$ cat src/rtl/data_mem_access_unit.sv
// MEM-stage data memory access unit: req/ack handshake to a variable-latency memory,
// pipeline stall generation, misaligned-address and timeout detection.
module data_mem_access_unit #(
  parameter int unsigned TIMEOUT = 16,
  parameter int unsigned CNT_W   = 5
) (
  input  logic        clk,
  input  logic        rst_n,
  input  logic        MemRead,
  input  logic        MemWrite,
  input  logic        MEM_Flush,
  input  logic [31:0] addr,
  input  logic [31:0] wdata,
  output logic [31:0] rdata,
  output logic        mem_stall,
  output logic        misalign_err,
  output logic        timeout_err,
  output logic        dm_req,
  output logic        dm_we,
  output logic [29:0] dm_addr,
  output logic [31:0] dm_wdata,
  input  logic        dm_ack,
  input  logic [31:0] dm_rdata
);

  typedef enum logic [1:0] {
    IDLE = 2'd0,
    REQ  = 2'd1,
    DONE = 2'd2
  } state_t;

  state_t           state_q, state_d;
  logic [CNT_W-1:0] cnt_q, cnt_d;
  logic [31:0]      rdata_d;
  logic             dm_req_d;
  logic             dm_we_d;
  logic [29:0]      dm_addr_d;
  logic [31:0]      dm_wdata_d;
  logic             misalign_d;
  logic             timeout_d;
  logic             start_c;
  logic             misaligned_c;

  // DONE blocks a new start so the completing instruction is not issued twice
  assign start_c      = (MemRead | MemWrite) & ~MEM_Flush & (state_q == IDLE);
  assign misaligned_c = (addr[1:0] != 2'b00);
  assign mem_stall    = start_c | (state_q == REQ);

  // Next-state and next-register values
  always_comb begin
    state_d    = state_q;
    cnt_d      = cnt_q;
    rdata_d    = rdata;
    dm_req_d   = dm_req;
    dm_we_d    = dm_we;
    dm_addr_d  = dm_addr;
    dm_wdata_d = dm_wdata;
    misalign_d = 1'b0;
    timeout_d  = 1'b0;
    case (state_q)
      IDLE: begin
        if (start_c) begin
          if (misaligned_c) begin
            misalign_d = 1'b1;
            rdata_d    = 32'd0;
            state_d    = DONE;
          end else begin
            dm_addr_d  = addr[31:2];
            dm_wdata_d = wdata;
            dm_we_d    = MemWrite;
            dm_req_d   = 1'b1;
            cnt_d      = '0;
            state_d    = REQ;
          end
        end
      end
      REQ: begin
        if (dm_ack) begin
          dm_req_d = 1'b0;
          if (!dm_we) rdata_d = dm_rdata;
          state_d = DONE;
        end else if (cnt_q == CNT_W'(TIMEOUT - 1)) begin
          dm_req_d  = 1'b0;
          rdata_d   = 32'd0;
          timeout_d = 1'b1;
          state_d   = DONE;
        end else begin
          cnt_d = cnt_q + CNT_W'(1);
        end
      end
      DONE:    state_d = IDLE;
      default: state_d = IDLE;
    endcase
  end

  // State and output registers
  always_ff @(posedge clk) begin
    if (!rst_n) begin
      state_q      <= IDLE;
      cnt_q        <= '0;
      rdata        <= 32'd0;
      dm_req       <= 1'b0;
      dm_we        <= 1'b0;
      dm_addr      <= 30'd0;
      dm_wdata     <= 32'd0;
      misalign_err <= 1'b0;
      timeout_err  <= 1'b0;
    end else begin
      state_q      <= state_d;
      cnt_q        <= cnt_d;
      rdata        <= rdata_d;
      dm_req       <= dm_req_d;
      dm_we        <= dm_we_d;
      dm_addr      <= dm_addr_d;
      dm_wdata     <= dm_wdata_d;
      misalign_err <= misalign_d;
      timeout_err  <= timeout_d;
    end
  end

endmodule

$ cat config.mk
export PLATFORM = sky130hd
export DESIGN_NAME = data_mem_access_unit
export DESIGN_NICKNAME = d
export VERILOG_FILES = /design/src/rtl/data_mem_access_unit.sv
export SDC_FILE = /design/constraint.sdc
export NUM_CORES = 1
export LEC_CHECK = 0
export ABC_AREA = 1
export CORE_MARGIN = 5
export CORE_UTILIZATION = 44
export DETAILED_ROUTE_END_ITERATION = 8
export GPL_TIMING_DRIVEN = 0
export PLACE_DENSITY = 0.9
export SYNTH_ARGS = -nofsm -noshare
export SYNTH_HDL_FRONTEND = slang
export SYNTH_SLANG_ARGS = --single-unit
$ cat constraint.sdc
create_clock -name clk -period 4.25 [get_ports clk]
set_input_delay 0.6375 -clock clk [delete_from_list [all_inputs] [get_ports clk]]
set_output_delay 0.6375 -clock clk [all_outputs]
set_load 0.05 [all_outputs]
Word-level counts from Yosys, hierarchy flattened:

Cells that the tools add are included.

* register bits after elaboration: 105
* input bits: 102
* output and inout bits: 99
* word-level logic and storage cells: 60

* $add $sub $neg: 1
* eq/ne operators: 9
* mux-type cells: 23
* bitwise logic cells: 8
* reduce and logical (&&, ||, !) cells: 10

Operators with widths (number)
* 32-bit 2-to-1 mux: 5
* 32-bit case mux with 2 select lines: 1
* 5-bit 2-to-1 mux: 4
* 2-bit inequality test (second input constant): 5
* 5-bit case mux with 2 select lines: 1
* 5-bit AND reduction: 2
* 2-bit 2-to-1 mux: 4
* 1-bit 2-to-1 mux: 6
* 3-bit AND reduction: 2
* 5-bit by 1-bit adder with 5-bit output (second input constant): 1
* 5-bit by 4-bit equality test with 1-bit output (second input constant): 1
* 1-bit inverter: 4
* 2-bit case mux with 2 select lines: 1
* 4-bit AND reduction: 1
* 2-bit nonzero test: 2
* 3-bit by 2-bit inequality test with 1-bit output (second input constant): 1
* 3-bit inequality test (second input constant): 1
* 3-bit OR reduction: 1
* 1-bit bitwise AND: 2
* 2-bit by 1-bit equality test with 1-bit output (second input constant): 1
* 2-bit zero test: 1
* 1-bit bitwise OR: 2
* 1-bit case mux with 2 select lines: 1
* 2-bit AND reduction: 1

Logic depth before layout (Yosys ltp):

Gate-level depths: netlist (run 1).

* word-level depth: 5
* gate-level depth with buffers: 11
* mapped depth without buffers: 10

Worst setup path before layout (run 1):

Ideal clock, no wire load.

* path kind: input-to-output
* start point: input MemWrite
* end point: output mem_stall
* data arrival time: 1.212 ns
* data required time: 3.612 ns
* setup slack: 2.400 ns
* stages on the path: 4
* buffers on the path: 0
* cell sequence: nor2_1 > nor2_1 > nand2_1 > nand2_1

* longest elaborated chain between the ends: 4

Ends and longest elaborated chain
* start: declaration: RTL line 10 `input logic MemWrite,`
* 1-bit bitwise OR: RTL line 45 `assign start_c = (MemRead | MemWrite) & ~MEM_Flush & (state_q == IDLE);`
* 1-bit bitwise AND (2 in series): RTL line 45
* 1-bit bitwise OR: RTL line 47 `assign mem_stall = start_c | (state_q == REQ);`
* end: declaration: RTL line 15 `output logic mem_stall,`

No other way between the ends.

Worst setup path in the final report (run 1):

Same ends and word-level chain as after synthesis.

==> impl_metrics.sql, run 1 <==
INSERT INTO impl_metrics (metric_group, metric, value, unit) VALUES
('worst_setup_path', 'rrSetupSlack', '2.28', 'ns'),
('grt', 'grt_pass1_wl', '21500', 'um'),
('clock_tree', 'cts-buffers-inserted', '9', ''),
('grt', 'track_usage', '23.3', '%'),
('layout', 'most-common-layout-cells', 'sky130_fd_sc_hd__clkdlybuf4s50_1 (198), sky130_fd_sc_hd__nor2_1 (189), sky130_fd_sc_hd__dfxtp_1 (105), sky130_fd_sc_hd__o21ai_0 (67), sky130_fd_sc_hd__nand2_1 (50)', ''),
('clock_tree', 'ctsResizeCount', '0', ''),
('worst_setup_path', 'crit_path_start', 'MemWrite', ''),
('clock_tree', 'cts_num_sinks', '105', ''),
('layout', 'nNetsFinal', '882', ''),
('synthesis', 'syn-mean-instance-area', '7.47', 'um2'),
('flow_run', 'cap_violations', '0', ''),
('clock_tree', 'tritoncts', 'built', ''),
('clock_tree', 'clock_insertion_delay_at_the_later_pin_of_the_skew_report', '0.36', 'ns'),
('worst_setup_path', 'setup.worst_path.end_class', 'primary output', ''),
('synthesis', 'ff_latch_count_synth', '105', ''),
('synthesis', 'synth_warnings', '0', ''),
('worst_setup_path', 'setup.worst_path.start_class', 'primary input', ''),
('power_and_ir_drop', 'p_per_area', '369', 'nW/um2'),
('timing', 'drv_slew', '0', ''),
('layout', 'layout.cells.most_common', 'sky130_fd_sc_hd__clkdlybuf4s50_1', ''),
('placement', 'port-buffer-count', '198', ''),
('status', 'status', 'complete, no violations', ''),
('worst_hold_path', 'hold_path_class', 'flop to flop', ''),
('layout', 'final_cell_count_no_fill', '911', ''),
('route', 'route.antenna.remaining_nets', '0', ''),
('timing', 'final-hold-violation-count', '0', ''),
('layout', 'design_area', '6560', 'um2'),
('worst_hold_path', 'hold_path_startpoint', 'dm_req$_SDFFE_PN0P_', ''),
('worst_setup_path', 'critPathSlowestCell', 'sky130_fd_sc_hd__clkdlybuf4s50_1', ''),
('power_and_ir_drop', 'p_leak', '2.50', 'nW'),
('route', 'drc', '0', ''),
('clock_tree', 'hold_buffer_count_at_cts', '0', ''),
('layout', 'area.growth.synth_to_final', '54.2', '%'),
('floorplanning', 'ios', '201', ''),
('floorplanning', 'placement_rows', '35', ''),
('timing', 'max_freq', '321', 'MHz'),
('route', 'drt_first_iter_violations', '163', ''),
('route', 'first_drt_pass_iteration_count', '5', ''),
('timing', 'grt_setup_unrepaired', 'no', ''),
('timing', 'setup_tns', '0', 'ns'),
('grt', 'grt_start_max_net_pins', '17', ''),
('grt', 'grt_pass1_vias', '4562', ''),
('synthesis', 'synth_top_area_share', '49.4', '%'),
('floorplanning', 'floorplan.initialDensity', '45.6', '%'),
('clock_tree', 'cts.repair_timing.setup_buffer_count', '0', ''),
('timing', 'timing.slew.headroom', '62.3', '%'),
('synthesis', 'count_of_unique_library_cells_instantiated_by_yosys', '25', ''),
('grt', 'grt_antenna_before_repair', '0', ''),
('synthesis', 'ys_seq_area_share', '49.4', '%'),
('grt', 'gr-total-overflow', '0', ''),
('route', 'detailroute.via_count', '4544', ''),
('placement', 'globalplace.congestion', '0.870', ''),
('layout', 'antennaDiodeCount', '0', ''),
('timing', 'clock-skew-final', '0.0110', 'ns'),
('clock_tree', 'path_clk_slew', '0.09', 'ns'),
('clock_tree', 'cts_max_level', '3', ''),
('timing', 'setup-violations-final', '0', ''),
('synthesis', 'post-synth-top-area-cell', 'sky130_fd_sc_hd__dfxtp_1', ''),
('clock_tree', 'clk_path_buf_depth', '2', ''),
('route', 'detail_route.wirelength', '13600', 'um'),
('worst_setup_path', 'timing.rr.start', 'cnt_q[0]$_SDFFE_PN0P_', ''),
('route', 'post_drt_via_cell_ratio', '4.99', ''),
('placement', 'place_inst', '896', ''),
('synthesis', 'mappedNetlistNets', '673', ''),
('synthesis', 'syn_area', '4250', 'um2'),
('synthesis', 'post_synth_main_area_contributors', 'sky130_fd_sc_hd__dfxtp_1 (49%), sky130_fd_sc_hd__nor2_1 (17%), sky130_fd_sc_hd__o21ai_0 (7.9%)', ''),
('worst_setup_path', 'cell_chain_critical_path', 'clkdlybuf4s50_1 > nor2_1 > nor2_1 > nand2_1 > nand2_1 > clkdlybuf4s50_1', ''),
('timing', 'finalCritPeriodShare', '73.2', '%'),
('worst_setup_path', 'timing.critical_path.arrival', '2.47', 'ns'),
('worst_setup_path', 'max_stage_delay', '0.83', 'ns'),
('worst_setup_path', 'type_of_the_setup_path_with_the_least_slack', 'primary input to primary output', '');
==> final cells by class <==
| type | count | area [um2] |
|---|---|---|
| fillers | 775 | 2770 |
| flip-flops and latches | 105 | 2100 |
| repair buffers | 198 | 1980 |
| multi-input cells | 411 | 1900 |
| plain buffers | 43 | 216 |
| well taps | 129 | 161 |
| clock buffers | 11 | 131 |
| inverters | 10 | 37.5 |
| clock inverters | 4 | 31.3 |
==> worst paths after layout <==
check                           depth (start not counted)                      to
worst max-delay path                                    6               mem_stall
worst min-delay path                                    2     dm_req$_SDFFE_PN0P_
worst max register to register                         11  rdata[16]$_SDFFE_PN0P_
worst min register to register                          2     dm_req$_SDFFE_PN0P_
==> per-layer routing <==
layer	track usage [%]	up-vias	routed length (um)	part of all wire [%]
met4	9.02	0	298	2.2
met3	8.96	22	1460	11
met1	24.2	2064	4970	37
met5	0	-	0	0
met2	42.1	187	6880	51
li1	-	2271	-	-
==> through the flow <==
step / power [mW] / hold WS [ns] / worst slack (ns) / utilization [%]
after floorplan: 1.60 / 0.455 / 2.40 / -
after global placement: 1.87 / 0.453 / 1.17 / 68.6
after detailed placement: 1.89 / 0.469 / 1.16 / 68.6
after CTS: 2.43 / 0.480 / 1.15 / 70.3
after global routing: 2.54 / 0.492 / 1.08 / 70.3
final: 2.42 / 0.481 / 1.14 / 70.3
==> critical path: cells and delay by family <==
family	cells	cell delay, ns
buffers and inverters	2	1.38
and+or+nand+nor	4	0.45
==> registers in the layout, indices dropped and copies added (netlist names) <==
signal / flops
dm_wdata: 32
rdata: 32
dm_addr: 30
cnt_q: 5
state_q: 2
dm_req: 1
dm_we: 1
misalign_err: 1
timeout_err: 1
==> power by group <==
| group | total [mW] | switching (mW) | internal (mW) |
|---|---|---|---|
| clock network | 0.545 | 0.334 | 0.212 |
| logic | 0.774 | 0.476 | 0.297 |
| registers | 1.10 | 0.0423 | 1.06 |
| total | 2.42 | 0.852 | 1.57 |
==> cell usage after synthesis <==
| cell type | instances |
|---|---|
| sky130_fd_sc_hd__a21oi_4 | 1 |
| sky130_fd_sc_hd__nand3_2 | 1 |
| sky130_fd_sc_hd__nor4_1 | 1 |
| sky130_fd_sc_hd__buf_6 | 3 |
| sky130_fd_sc_hd__nor3b_1 | 1 |
| sky130_fd_sc_hd__nor3_1 | 2 |
| sky130_fd_sc_hd__nand2_4 | 2 |
| sky130_fd_sc_hd__nand4_1 | 32 |
| sky130_fd_sc_hd__ha_1 | 2 |
| sky130_fd_sc_hd__o21ai_0 | 67 |
| sky130_fd_sc_hd__inv_2 | 4 |
| sky130_fd_sc_hd__buf_2 | 26 |
| sky130_fd_sc_hd__nor2_2 | 22 |
| sky130_fd_sc_hd__dfxtp_1 | 105 |
| sky130_fd_sc_hd__clkbuf_1 | 9 |
| sky130_fd_sc_hd__a21oi_1 | 3 |
| sky130_fd_sc_hd__o21bai_1 | 1 |
| sky130_fd_sc_hd__nand2_1 | 50 |
| sky130_fd_sc_hd__nor2_1 | 189 |
| sky130_fd_sc_hd__nand2_2 | 1 |
| sky130_fd_sc_hd__buf_1 | 5 |
| sky130_fd_sc_hd__inv_1 | 6 |
| sky130_fd_sc_hd__nor2_8 | 1 |
| sky130_fd_sc_hd__o21ai_2 | 1 |
| sky130_fd_sc_hd__nand3_1 | 34 |
==> kinds of logic after synthesis <==
logic type                 count (synthesis)  synth area share, %
AOI/OAI and AO/OA                         73                 9.01
adders and majority gates                  2                0.588
buffers and inverters                     53                 5.97
DFF                                      105                 49.4
and+or+nand+nor                          336                 35.0
No activity file was read; power rests on OpenSTA's default activity.
==> run 2, diff against run 1 <==
- CORE_UTILIZATION: 44 -> 41
- PLACE_DENSITY: 0.9 -> 0.85
- clock period: 4.25 -> 3.2 ns (I/O delays scaled with it)
==> impl_metrics.sql, run 2 (synthesis gave the netlist of run 1 again) <==
INSERT INTO impl_metrics (metric_group, metric, value, unit) VALUES
('status', 'status', 'complete, no violations', ''),
('timing', 'final-hold-violation-count', '0', ''),
('layout', 'multi_input_area', '1900', 'um2'),
('clock_tree', 'cts_max_level', '3', ''),
('timing', 'max_freq', '377', 'MHz'),
('worst_setup_path', 'rr_endpoint', 'rdata[21]$_SDFFE_PN0P_', ''),
('grt', 'gr-total-overflow', '0', ''),
('layout', 'layout-drive-gt1-share', '9.73', '%'),
('route', 'first_drt_pass_iteration_count', '4', ''),
('layout', 'area.growth.synth_to_final', '54.9', '%'),
('route', 'drc', '0', ''),
('grt', 'grt_antenna_before_repair', '0', ''),
('route', 'detailroute.via_count', '4513', ''),
('power_and_ir_drop', 'p_leak', '2.52', 'nW'),
('worst_setup_path', 'critical_path_required', '2.72', 'ns'),
('clock_tree', 'hold_buffer_count_at_cts', '0', ''),
('clock_tree', 'cts.repair_timing.setup_buffer_count', '0', ''),
('clock_tree', 'clock_insertion_delay_at_the_later_pin_of_the_skew_report', '0.36', 'ns'),
('clock_tree', 'clk_path_buf_depth', '2', ''),
('worst_hold_path', 'hold_path_end', 'dm_req$_SDFFE_PN0P_', ''),
('placement', 'port-buffer-count', '198', ''),
('power_and_ir_drop', 'p_per_area', '499', 'nW/um2'),
('clock_tree', 'path_clk_slew', '0.09', 'ns'),
('layout', 'final-seq-area', '2100', 'um2'),
('worst_hold_path', 'min_delay_path_depth', '2', ''),
('floorplanning', 'core_region_area', '10200', 'um2'),
('timing', 'drv_slew', '0', ''),
('power_and_ir_drop', 'total_power', '3.28', 'mW'),
('route', 'post_drt_via_cell_ratio', '4.92', ''),
('timing', 'finalCritPeriodShare', '82.9', '%'),
('placement', 'place_inst', '903', ''),
('timing', 'setup-violations-final', '0', ''),
('layout', 'layout_top_registers', 'dm_wdata: 32 flops, rdata: 32 flops, dm_addr: 30 flops', ''),
('floorplanning', 'placement_rows', '37', ''),
('worst_setup_path', 'cells_on_worst_reg2reg_path', '11', ''),
('grt', 'grt_pass1_vias', '4488', ''),
('flow_run', 'cap_violations', '0', ''),
('timing', 'grt_setup_unrepaired', 'no', ''),
('layout', 'fillers', '890', ''),
('layout', 'antennaDiodeCount', '0', ''),
('clock_tree', 'cts-buffers-inserted', '9', ''),
('grt', 'grt_start_max_net_pins', '16', ''),
('timing', 'timing.slew.headroom', '63.2', '%'),
('layout', 'most-common-layout-cells', 'sky130_fd_sc_hd__clkdlybuf4s50_1 (198), sky130_fd_sc_hd__nor2_1 (189), sky130_fd_sc_hd__dfxtp_1 (105), sky130_fd_sc_hd__o21ai_0 (67), sky130_fd_sc_hd__nand2_1 (50)', ''),
('layout', 'final_cell_count_no_fill', '917', ''),
('placement', 'dpl_worst_slack', '0.515', 'ns'),
('route', 'route.detailed.wl_per_inst', '14.6', 'um'),
('worst_setup_path', 'timing.critical_path.arrival', '2.17', 'ns'),
('power_and_ir_drop', 'irDropWorstVdd', '272', 'uV'),
('worst_setup_path', 'type_of_the_setup_path_with_the_least_slack', 'primary input to primary output', ''),
('grt', 'grt_pass1_wl', '21400', 'um'),
('timing', 'fin_ws', '0.546', 'ns'),
('worst_setup_path', 'timing.rr.start', 'cnt_q[0]$_SDFFE_PN0P_', ''),
('timing', 'worst-slew-pin-transition', '0.550', 'ns'),
('floorplanning', 'ios', '201', ''),
('layout', 'layout.cells.most_common', 'sky130_fd_sc_hd__clkdlybuf4s50_1', ''),
('placement', 'dp.final_hpwl', '10400', 'um'),
('worst_hold_path', 'hold_path_class', 'flop to flop', ''),
('clock_tree', 'cts_num_sinks', '105', ''),
('layout', 'nNetsFinal', '882', ''),
('clock_tree', 'ctsResizeCount', '0', ''),
('worst_setup_path', 'critical_path_peak_fanout', '3', ''),
('route', 'detail_route.wirelength', '13400', 'um'),
('timing', 'clock-skew-final', '0.00717', 'ns'),
('floorplanning', 'die_width', '112', 'um'),
('route', 'route.antenna.remaining_nets', '0', ''),
('clock_tree', 'clock_tree.root_cell', 'sky130_fd_sc_hd__clkbuf_8', ''),
('timing', 'post-route-min-period', '2.65', 'ns'),
('grt', 'track_usage', '20.9', '%'),
('floorplanning', 'floorplan.die_area', '12500', 'um2'),
('worst_setup_path', 'rrSetupSlack', '1.30', 'ns'),
('route', 'drt_first_iter_violations', '209', ''),
('floorplanning', 'floorplan.initialDensity', '41.6', '%'),
('worst_hold_path', 'hold_path_startpoint', 'dm_req$_SDFFE_PN0P_', ''),
('timing', 'setup_tns', '0', 'ns'),
('floorplanning', 'die-height', '112', 'um'),
('placement', 'globalplace.congestion', '0.824', ''),
('worst_setup_path', 'setup.worst_path.start_class', 'primary input', ''),
('worst_setup_path', 'setup.worst_path.end_class', 'primary output', ''),
('clock_tree', 'tritoncts', 'built', '');
## run 2: how the worst max path moves through the flow
stage | startpoint | end | slack, ns | cells past startpoint
6_report | MemWrite | mem_stall | 0.55 | 6
5_1_grt | MemWrite | mem_stall | 0.44 | 6
4_1_cts | MemWrite | mem_stall | 0.51 | 6
3_5_place_dp | MemWrite | mem_stall | 0.52 | 6
3_3_place_gp | MemWrite | mem_stall | 0.52 | 6
2_1_floorplan | cnt_q[0]$_SDFFE_PN0P_ | rdata[13]$_SDFFE_PN0P_ | 1.52 | 11
## run 2: power by group
group | switching, mW | leakage, nW | internal (mW)
sequential | 0.0545 | 0.858 | 1.40
clock | 0.430 | 0.0978 | 0.371
combinational | 0.630 | 1.57 | 0.395
total | 1.11 | 2.52 | 2.17
## run 2: final cells by class
class / count / area share [%]
flip-flops and latches: 105 / 31.9
repair buffers: 198 / 30.1
multi-input cells: 411 / 28.8
plain buffers: 43 / 3.29
well taps: 136 / 2.58
clock buffers: 10 / 2.09
clock inverters: 4 / 0.684
inverters: 10 / 0.570
## run 2: metal layers
layer,vias up,GRT usage (%),wire [um]
met5,-,0,0
met1,2040,21.8,5100
met2,187,37.6,6610
li1,2264,-,-
met4,0,7.22,244
met3,22,8.91,1410
## run 2: per-stage QoR
stage	hold WS (ns)	utilization, %	instance area, um2
6_report	0.484	64.4	6590
5_1_grt	0.506	64.4	6590
3_3_place_gp	0.453	62.6	6400
3_5_place_dp	0.470	62.6	6400
2_1_floorplan	0.455	-	4250
4_1_cts	0.491	64.4	6590
## run 2: worst max-delay path, stage by stage
cell	delay, ns
sky130_fd_sc_hd__clkdlybuf4s50_1	0.51
sky130_fd_sc_hd__nor2_1	0.06
sky130_fd_sc_hd__nor2_1	0.15
sky130_fd_sc_hd__nand2_1	0.09
sky130_fd_sc_hd__nand2_1	0.06
sky130_fd_sc_hd__clkdlybuf4s50_1	0.82
==> run 3, diff against run 2 <==
- CORE_UTILIZATION: 41 -> 37
- PLACE_DENSITY: 0.85 -> 0.81
- clock period: 3.2 -> 2.4 ns (I/O delays scaled with it)
==> impl_metrics.sql, run 3 (synthesis gave the netlist of run 1 again) <==
INSERT INTO impl_metrics (metric_group, metric, value, unit) VALUES
('status', 'status', 'complete, no violations', ''),
('power_and_ir_drop', 'switching_share', '32.8', '%'),
('route', 'detail_route.wirelength', '13100', 'um'),
('timing', 'final-hold-violation-count', '0', ''),
('floorplanning', 'floorplan.initialDensity', '37.6', '%'),
('grt', 'grt_start_max_net_pins', '18', ''),
('layout', 'final-seq-area', '2100', 'um2'),
('floorplanning', 'ios', '201', ''),
('worst_setup_path', 'critPathSlowestCell', 'sky130_fd_sc_hd__dlygate4sd2_1', ''),
('grt', 'gr-total-overflow', '0', ''),
('worst_setup_path', 'setup.worst_path.start_class', 'primary input', ''),
('power_and_ir_drop', 'clockPowerShare', '31.6', '%'),
('worst_setup_path', 'cell_chain_critical_path', 'clkdlybuf4s50_1 > nor2_1 > nor2_1 > nand2_1 > nand2_1 > dlygate4sd2_1', ''),
('layout', 'layout_top_registers', 'dm_wdata: 32 flops, rdata: 32 flops, dm_addr: 30 flops', ''),
('power_and_ir_drop', 'total_power', '4.83', 'mW'),
('layout', 'design_area', '6720', 'um2'),
('grt', 'grt_antenna_before_repair', '0', ''),
('layout', 'final_cell_count_no_fill', '926', ''),
('worst_setup_path', 'critical_path_peak_fanout', '3', ''),
('layout', 'most-common-layout-cells', 'sky130_fd_sc_hd__clkdlybuf4s50_1 (197), sky130_fd_sc_hd__nor2_1 (189), sky130_fd_sc_hd__dfxtp_1 (105), sky130_fd_sc_hd__o21ai_0 (67), sky130_fd_sc_hd__nand2_1 (50)', ''),
('clock_tree', 'path_clk_slew', '0.07', 'ns'),
('worst_setup_path', 'type_of_the_setup_path_with_the_least_slack', 'primary input to primary output', ''),
('timing', 'max_freq', '468', 'MHz'),
('placement', 'globalplace.congestion', '0.814', ''),
('worst_setup_path', 'max_stage_delay', '0.55', 'ns'),
('clock_tree', 'ctsResizeCount', '1', ''),
('clock_tree', 'tritoncts', 'built', ''),
('floorplanning', 'core_region_area', '11300', 'um2'),
('clock_tree', 'hold_buffer_count_at_cts', '0', ''),
('route', 'detailroute.via_count', '4416', ''),
('timing', 'grt_setup_unrepaired', 'no', ''),
('clock_tree', 'clock_insertion_delay_at_the_later_pin_of_the_skew_report', '0.35', 'ns'),
('layout', 'layout.cells.most_common', 'sky130_fd_sc_hd__clkdlybuf4s50_1', ''),
('worst_setup_path', 'cells_on_worst_reg2reg_path', '11', ''),
('power_and_ir_drop', 'irDropWorstVdd', '553', 'uV'),
('placement', 'area_post_placement', '6410', 'um2'),
('worst_setup_path', 'critical_path_required', '2.04', 'ns'),
('route', 'post_drt_via_cell_ratio', '4.77', ''),
('worst_hold_path', 'min_delay_path_depth', '2', ''),
('clock_tree', 'cts-buffers-inserted', '9', ''),
('worst_hold_path', 'hold_path_class', 'flop to flop', ''),
('timing', 'timing.slew.headroom', '62.1', '%'),
('route', 'drt_first_iter_violations', '468', ''),
('worst_setup_path', 'rr_endpoint', 'rdata[20]$_SDFFE_PN0P_', ''),
('worst_setup_path', 'rrSetupSlack', '0.50', 'ns'),
('timing', 'drv_slew', '0', ''),
('layout', 'multi_input_area', '1900', 'um2'),
('route', 'drc', '0', ''),
('placement', 'place_inst', '910', ''),
('power_and_ir_drop', 'p_leak', '2.57', 'nW'),
('timing', 'setup-violations-final', '0', ''),
('flow_run', 'cap_violations', '0', ''),
('grt', 'grt_pass1_wl', '20200', 'um'),
('timing', 'finalCritPeriodShare', '89.0', '%'),
('grt', 'grt_pass1_vias', '4078', ''),
('timing', 'post-route-min-period', '2.14', 'ns'),
('placement', 'dp.final_hpwl', '9900', 'um'),
('timing', 'worst-slew-pin-transition', '0.567', 'ns'),
('layout', 'fillers', '1048', ''),
('layout', 'antennaDiodeCount', '0', ''),
('worst_setup_path', 'timing.rr.start', 'cnt_q[0]$_SDFFE_PN0P_', ''),
('layout', 'area.growth.synth_to_final', '58.0', '%'),
('layout', 'nNetsFinal', '882', ''),
('worst_hold_path', 'hold_path_end', 'dm_req$_SDFFE_PN0P_', ''),
('worst_setup_path', 'timing.critical_path.arrival', '1.78', 'ns'),
('floorplanning', 'die-height', '117', 'um'),
('placement', 'port-buffer-count', '198', ''),
('route', 'route.antenna.remaining_nets', '0', ''),
('worst_hold_path', 'hold_path_startpoint', 'dm_req$_SDFFE_PN0P_', ''),
('floorplanning', 'placement_rows', '39', ''),
('timing', 'setup_tns', '0', 'ns'),
('route', 'first_drt_pass_iteration_count', '4', ''),
('power_and_ir_drop', 'power.share.combinational', '28.2', '%'),
('power_and_ir_drop', 'p_per_area', '719', 'nW/um2'),
('floorplanning', 'floorplan.die_area', '13700', 'um2'),
('grt', 'track_usage', '18.9', '%'),
('floorplanning', 'die_width', '117', 'um'),
('route', 'route.detailed.wl_per_inst', '14.2', 'um'),
('clock_tree', 'clk_path_buf_depth', '2', ''),
('power_and_ir_drop', 'cell_internal_pwr', '3.24', 'mW'),
('worst_setup_path', 'setup.worst_path.end_class', 'primary output', ''),
('layout', 'layout-drive-gt1-share', '9.83', '%'),
('timing', 'clock-skew-final', '0.0101', 'ns'),
('power_and_ir_drop', 'switchingPower', '1.58', 'mW'),
('clock_tree', 'cts_max_level', '3', ''),
('clock_tree', 'cts.repair_timing.setup_buffer_count', '0', ''),
('clock_tree', 'clock_tree.root_cell', 'sky130_fd_sc_hd__clkbuf_16', ''),
('power_and_ir_drop', 'pwr-share-seq', '40.2', '%'),
('clock_tree', 'cts_num_sinks', '105', '');
[run 3: changes by cell type in the layout (fill, tap and decap cells not counted), sizes merged]
cell | before | now
clkdlybuf4s50 | 198 | 197
clkbuf | 19 | 20
inv | 10 | 12
clkinv | 3 | 0
clkinvlp | 0 | 2
dlygate4sd2 | 0 | 1
[run 3: worst max-delay path, delay by kind of cell]
kind / cells / cell delay, ns
AND/OR/NAND/NOR: 4 / 0.35
buffers and inverters: 2 / 1.06
[run 3: how the worst max path moves through the flow]
stage	startpoint	end	slack [ns]
global route	MemWrite	mem_stall	0.1
CTS	MemWrite	mem_stall	0.24
floorplan	cnt_q[0]$_SDFFE_PN0P_	rdata[13]$_SDFFE_PN0P_	0.72
global placement	MemWrite	mem_stall	-0.04
detailed placement	MemWrite	mem_stall	-0.04
finish	MemWrite	mem_stall	0.26
[run 3: layout make-up]
type / instances / share of cell area [%]
plain buffers: 43 / 3.22
multi-input cells: 411 / 28.2
flip-flops and latches: 105 / 31.3
well taps: 143 / 2.66
inverters: 10 / 0.559
repair buffers: 198 / 29.5
clock buffers: 11 / 3.61
clock inverters: 5 / 0.931
[run 3: power groups by stage]
stage	sequential, mW	combinational (mW)	clock (mW)
after floorplan	2.40	0.440	0
after global placement	1.98	1.36	0
after detailed placement	1.98	1.36	0
after CTS	1.94	1.37	1.56
after global routing	1.96	1.46	1.62
final	1.94	1.36	1.53
[run 3: stage by stage]
stage | setup WS, ns | util (%) | hold WS (ns)
2_1_floorplan | 0.725 | - | 0.455
3_3_place_gp | -0.0436 | 56.6 | 0.453
3_5_place_dp | -0.0372 | 56.6 | 0.470
4_1_cts | 0.237 | 59.3 | 0.479
5_1_grt | 0.0952 | 59.3 | 0.505
6_report | 0.263 | 59.3 | 0.482
[run 3: routing by layer]
| metal | global-route usage (%) | share of wire, % | up-vias |
|---|---|---|---|
| met4 | 5.96 | 1.5 | 0 |
| li1 | - | - | 2277 |
| met3 | 10.4 | 13 | 22 |
| met1 | 21.1 | 39 | 1939 |
| met2 | 30.8 | 46 | 178 |
| met5 | 0 | 0 | - |
